### src/rtl/fetch_unit.sv
// Instruction-fetch stage: owns the PC, runs a single-outstanding req/gnt/rvalid
// fetch against instruction memory, and fills the IF/ID segment register.
module fetch_unit #(
    parameter logic [31:0] RESET_PC = 32'h0040_0000,
    parameter logic [31:0] NOP_INST = 32'h0000_0013
) (
    input  logic        clk,
    input  logic        rstn,
    input  logic [31:0] npc,
    input  logic        flush,
    input  logic        stall,
    output logic [31:0] if_pc,
    output logic [31:0] if_pc_add4,
    output logic        imem_req,
    output logic [31:0] imem_addr,
    input  logic        imem_gnt,
    input  logic        imem_rvalid,
    input  logic [31:0] imem_rdata,
    output logic        id_valid,
    output logic [31:0] id_pc,
    output logic [31:0] id_inst
);

    typedef enum logic [1:0] {
        S_IDLE = 2'd0,
        S_REQ  = 2'd1,
        S_WAIT = 2'd2,
        S_HOLD = 2'd3
    } state_t;

    state_t      r_state;
    logic        r_req;
    logic        r_kill;
    logic [31:0] r_pc;
    logic [31:0] r_skid;
    logic        r_id_valid;
    logic [31:0] r_id_pc;
    logic [31:0] r_id_inst;

    always_ff @(posedge clk or negedge rstn) begin
        if (!rstn) begin
            r_state    <= S_IDLE;
            r_req      <= 1'b0;
            r_kill     <= 1'b0;
            r_pc       <= RESET_PC;
            r_skid     <= '0;
            r_id_valid <= 1'b0;
            r_id_pc    <= '0;
            r_id_inst  <= NOP_INST;
        end else if (flush) begin
            // Redirect wins over stall; a granted-but-unreturned fetch is marked for discard.
            r_pc       <= npc;
            r_id_valid <= 1'b0;
            r_id_inst  <= NOP_INST;
            case (r_state)
                S_IDLE: begin
                    r_state <= S_REQ;
                    r_req   <= 1'b1;
                end
                S_REQ: begin
                    if (imem_gnt) begin
                        r_state <= S_WAIT;
                        r_req   <= 1'b0;
                        r_kill  <= 1'b1;
                    end
                end
                S_WAIT: begin
                    if (imem_rvalid) begin
                        r_state <= S_REQ;
                        r_req   <= 1'b1;
                        r_kill  <= 1'b0;
                    end else begin
                        r_kill  <= 1'b1;
                    end
                end
                S_HOLD: begin
                    r_state <= S_REQ;
                    r_req   <= 1'b1;
                end
                default: begin
                    r_state <= S_IDLE;
                    r_req   <= 1'b0;
                end
            endcase
        end else begin
            if (!stall) begin
                r_id_valid <= 1'b0;
            end
            case (r_state)
                S_IDLE: begin
                    r_state <= S_REQ;
                    r_req   <= 1'b1;
                end
                S_REQ: begin
                    if (imem_gnt) begin
                        r_state <= S_WAIT;
                        r_req   <= 1'b0;
                    end
                end
                S_WAIT: begin
                    if (imem_rvalid) begin
                        if (r_kill) begin
                            r_kill  <= 1'b0;
                            r_state <= S_REQ;
                            r_req   <= 1'b1;
                        end else if (!stall) begin
                            r_id_valid <= 1'b1;
                            r_id_pc    <= r_pc;
                            r_id_inst  <= imem_rdata;
                            r_pc       <= npc;
                            r_state    <= S_REQ;
                            r_req      <= 1'b1;
                        end else begin
                            // ID is stalled: park the word until IF/ID can take it.
                            r_skid  <= imem_rdata;
                            r_state <= S_HOLD;
                        end
                    end
                end
                S_HOLD: begin
                    if (!stall) begin
                        r_id_valid <= 1'b1;
                        r_id_pc    <= r_pc;
                        r_id_inst  <= r_skid;
                        r_pc       <= npc;
                        r_state    <= S_REQ;
                        r_req      <= 1'b1;
                    end
                end
                default: begin
                    r_state <= S_IDLE;
                    r_req   <= 1'b0;
                end
            endcase
        end
    end

    assign if_pc      = r_pc;
    assign if_pc_add4 = r_pc + 32'd4;
    assign imem_req   = r_req;
    assign imem_addr  = r_pc;
    assign id_valid   = r_id_valid;
    assign id_pc      = r_id_pc;
    assign id_inst    = r_id_inst;

endmodule

### config.mk
export PLATFORM = sky130hd
export DESIGN_NAME = fetch_unit
export DESIGN_NICKNAME = d
export VERILOG_FILES = /design/src/rtl/fetch_unit.sv
export SDC_FILE = /design/constraint.sdc
export NUM_CORES = 1
export LEC_CHECK = 0
export CORE_MARGIN = 4
export CORE_UTILIZATION = 55
export DETAILED_ROUTE_END_ITERATION = 7
export DONT_BUFFER_PORTS = 1
export PLACE_DENSITY = 0.81
export REMOVE_ABC_BUFFERS = 1
export SLEW_MARGIN = 20
export SYNTH_ARGS = -nofsm -noshare
export SYNTH_HDL_FRONTEND = slang
export SYNTH_SLANG_ARGS = --single-unit
### constraint.sdc
create_clock -name clk -period 2.5 [get_ports clk]
set_input_delay 0.375 -clock clk [delete_from_list [all_inputs] [get_ports clk]]
set_output_delay 0.375 -clock clk [all_outputs]
set_load 0.03 [all_outputs]
==> flow_metrics.tcl, run 1 <==
set metrics [dict create \
    status "finished, violations left" \
    violations "negative hold slack" \
    io_buffer_count 0 \
    syn2layout_area_growth_pct 17.2 \
    layout_worst_path_cycle_share 0.966 \
    dp.final_hpwl_mm 10.8 \
    min_path_type "input pin to asynchronous set/reset pin" \
    p_per_area_nw_per_um2 1310 \
    routed_via_density 5.97 \
    reg2reg_depth 7 \
    worst-path-stages 6 \
    cp_max_fo 8 \
    die-area_um2 13400 \
    cpPeakStageDelay_ps 420 \
    power.leakage_nw 3.28 \
    skew_ps 6.80 \
    first_pass_iters 4 \
    ys.flop_type "dfrtp_1" \
    route.detailed.drc 0 \
    required_ps 2120 \
    crit_buf_inv 2 \
    synthArstFlopShare 1.00 \
    cts_inserted_buffers 17 \
    clock_sinks 133 \
    fill_cells 785 \
    ioPinCount 232 \
    switching_share 0.393 \
    critical_path_class "flip-flop to output port" \
    syn-cell-area_um2 6390 \
    via_count 4235 \
    cap_violations 0 \
    synth_cells 521 \
    fin_setup_tns_ps 0 \
    relSlewSlack 0.440 \
    rows 39 \
    grt_pass1_wl_mm 23.8 \
    cts.reportedPaths.clkPinSlew_ps 60 \
    finalPower_mw 9.78 \
    grtUsageTotal 0.232 \
    r2r-end "id_pc[13]$_DFFE_PN0P_" \
    hold_viol 133 \
    die_x_um 116 \
    wire_per_inst_um 22.2 \
    start_util 0.562 \
    clockRootBuffer "clkbuf_16" \
    drive_above_1_share 0.361 \
    p_int_mw 5.94 \
    synth_area_leaders "dfrtp_1 51%, mux2_2 16%, mux2i_1 5.0%" \
    p_seq_frac 0.432 \
    seq_area_frac_synth 0.522 \
    synth_top_area_share 0.505 \
    fmax_ghz 0.414 \
    cp-end-kind "output port" \
    overflow 0 \
    reg2reg_slack_ps 280 \
    cts_tree "yes" \
    peakVddDrop_mv 0.868 \
    synth_top_area_cell "dfrtp_1" \
    finalSetupViolCount 0 \
    antenna_left 0 \
    worstSkewPairLatency_ps 410 \
    hold_ws_ps -346 \
    dr.first_iter.drc_count 340 \
    finalWirelength_mm 15.7 \
    grt_start_max_net_pins 134 \
    placed_cell_area_um2 6700 \
    place.gp.congestion 0.862 \
    synth.avg_cell_area_um2 12.3 \
    synth_edf_count 0 \
    final_cell_mix "129 x dfrtp_1, 88 x mux2_2, 61 x buf_4" \
    netSwitchingPower_mw 3.85 \
    slew_viol_final 0 \
    antenna_found_initial 3 \
    crit_path_top_delay_cell "dfrtp_1" \
    final_area_um2 7480 \
    synth_cell_types 41 \
    yosys_warnings 0 \
    clkPwrFrac 0.278 \
    preCtsSetupSlack_ps 316 \
    layout_commonest_cell "dfrtp_1" \
    critPathArrivalTime_ps 2040 \
    crit_chain "nand4_1, nor3_4, buf_4, nand4_1, xnor2_1, buf_4" \
    synth-seq-cells 133 \
    clockBufferDepth 2 \
    worstMarginPinSlew_ps 840 \
    core_um2 11400 \
    fin_crit_ps 2420 \
    cp_top_family "simple AND/OR/NAND/NOR gates" \
    die_y_um 116 \
    timing.rr.start "r_state[0]$_DFFE_PN0P_" \
    grt_pass1_vias 4476 \
    nets 625 \
    fin_ws_ps 83.8 \
    startpoint_type "flip-flop" \
    h-tree-depth 4 \
    combinationalPowerShare 0.290 \
]
area by class of cell:
class                   count  area [um2]  share of cell area
flip-flops and latches    133        3330               0.445
clock buffers              23         478              0.0639
multi-input cells         319        2670               0.356
inverters                   7        26.3             0.00351
repair buffers             71         619              0.0827
clock inverters             9         173              0.0231
well taps                 143         179              0.0239
diodes                      4        10.0             0.00134
kinds of logic (layout without fill, tap and decap cells):
family | count (synthesis) | after routing | share of synthesized area
other cells | 0 | 4 | 0
simple gates | 107 | 107 | 0.0831
compound gates | 50 | 50 | 0.0560
mux | 128 | 128 | 0.219
fa+ha+maj | 6 | 6 | 0.0118
buf+inv | 69 | 110 | 0.0694
xor+xnor | 28 | 28 | 0.0384
flops | 133 | 133 | 0.522
power groups by stage:
stage,combinational (mW),clock [mW],sequential (mW)
after detailed placement,2.77,0,4.24
after floorplan,1.61,0,4.55
after CTS,2.79,2.76,4.22
after global placement,2.66,0,4.18
after global routing,3.06,2.87,4.32
final,2.84,2.72,4.22
timing repair:
action / 4_1_cts / 5_1_grt
pin swaps: 1 / 1
hold endpoints to repair: 133 / 135
resized for setup: 1 / 17
buffers inserted: 1 / 1
endpoints found under the setup margin: 1 / 9
metal layers:
| layer | up-vias | GRT usage | wire [um] |
|---|---|---|---|
| met2 | 211 | 0.393 | 8110 |
| met3 | 31 | 0.112 | 1770 |
| met1 | 2116 | 0.241 | 5430 |
| li1 | 1877 | - | - |
| met4 | 0 | 0.115 | 411 |
| met5 | - | 0 | 0 |
through the flow:
| step | cells | util |
|---|---|---|
| detailed placement | 669 | 0.590 |
| global route | 708 | 0.658 |
| global placement | 669 | 0.590 |
| CTS | 702 | 0.648 |
| floorplan | 459 | - |
| finish | 709 | 0.658 |
worst register-to-register path, cell delays in order, from the launching register on:
cell and delay (ps):
dfrtp_1 430, inv_1 120, ha_1 310, nand3b_1 200, a21o_1 290, nor2_4 130, buf_12 210, mux2_2 400
Yosys cell counts (all sizes together), types with 6 or more instances:
cell and number:
buf 58, a211oi 29, ha 6, inv 7, nand4 12, xnor2 23, a21oi 6, nor2 43
nand2 21, nand3 13, mux2 96, mux2i 32, dfrtp 129
worst max path at each step:
stage	start	to	slack, ps
after global placement	r_state[0]$_DFFE_PN0P_	id_pc[24]$_DFFE_PN0P_	430
after CTS	if_pc[5]$_DFFE_PN0P_	if_pc_add4[22]	20
after detailed placement	r_state[0]$_DFFE_PN0P_	id_inst[8]$_DFFE_PN0P_	320
after floorplan	r_state[0]$_DFFE_PN0P_	if_pc[10]$_DFFE_PN0P_	-1800
final	if_pc[8]$_DFFE_PN0P_	if_pc_add4[23]	80
after global routing	if_pc[8]$_DFFE_PN0P_	if_pc_add4[25]	-20
flip-flops by register name, indices dropped and copies added (netlist names):
signal and cells:
id_inst 32, id_pc 32, id_valid 1, if_pc 32, imem_req 1, r_kill 1
r_skid 32, r_state 2
No activity file was read; power rests on OpenSTA's default activity.
==> run 2, diff against run 1 <==
ABC_CLOCK_PERIOD_IN_PS = 2500   (was unset)
==> results of run 2 <==
Same layout as run 1: the final DEF is identical, and so are final timing and power.
==> run 3, diff against run 2 <==
ABC_CLOCK_PERIOD_IN_PS = unset   (was 2500)
==> results of run 3 <==
Same layout as run 1: the final DEF is identical, and so are final timing and power.
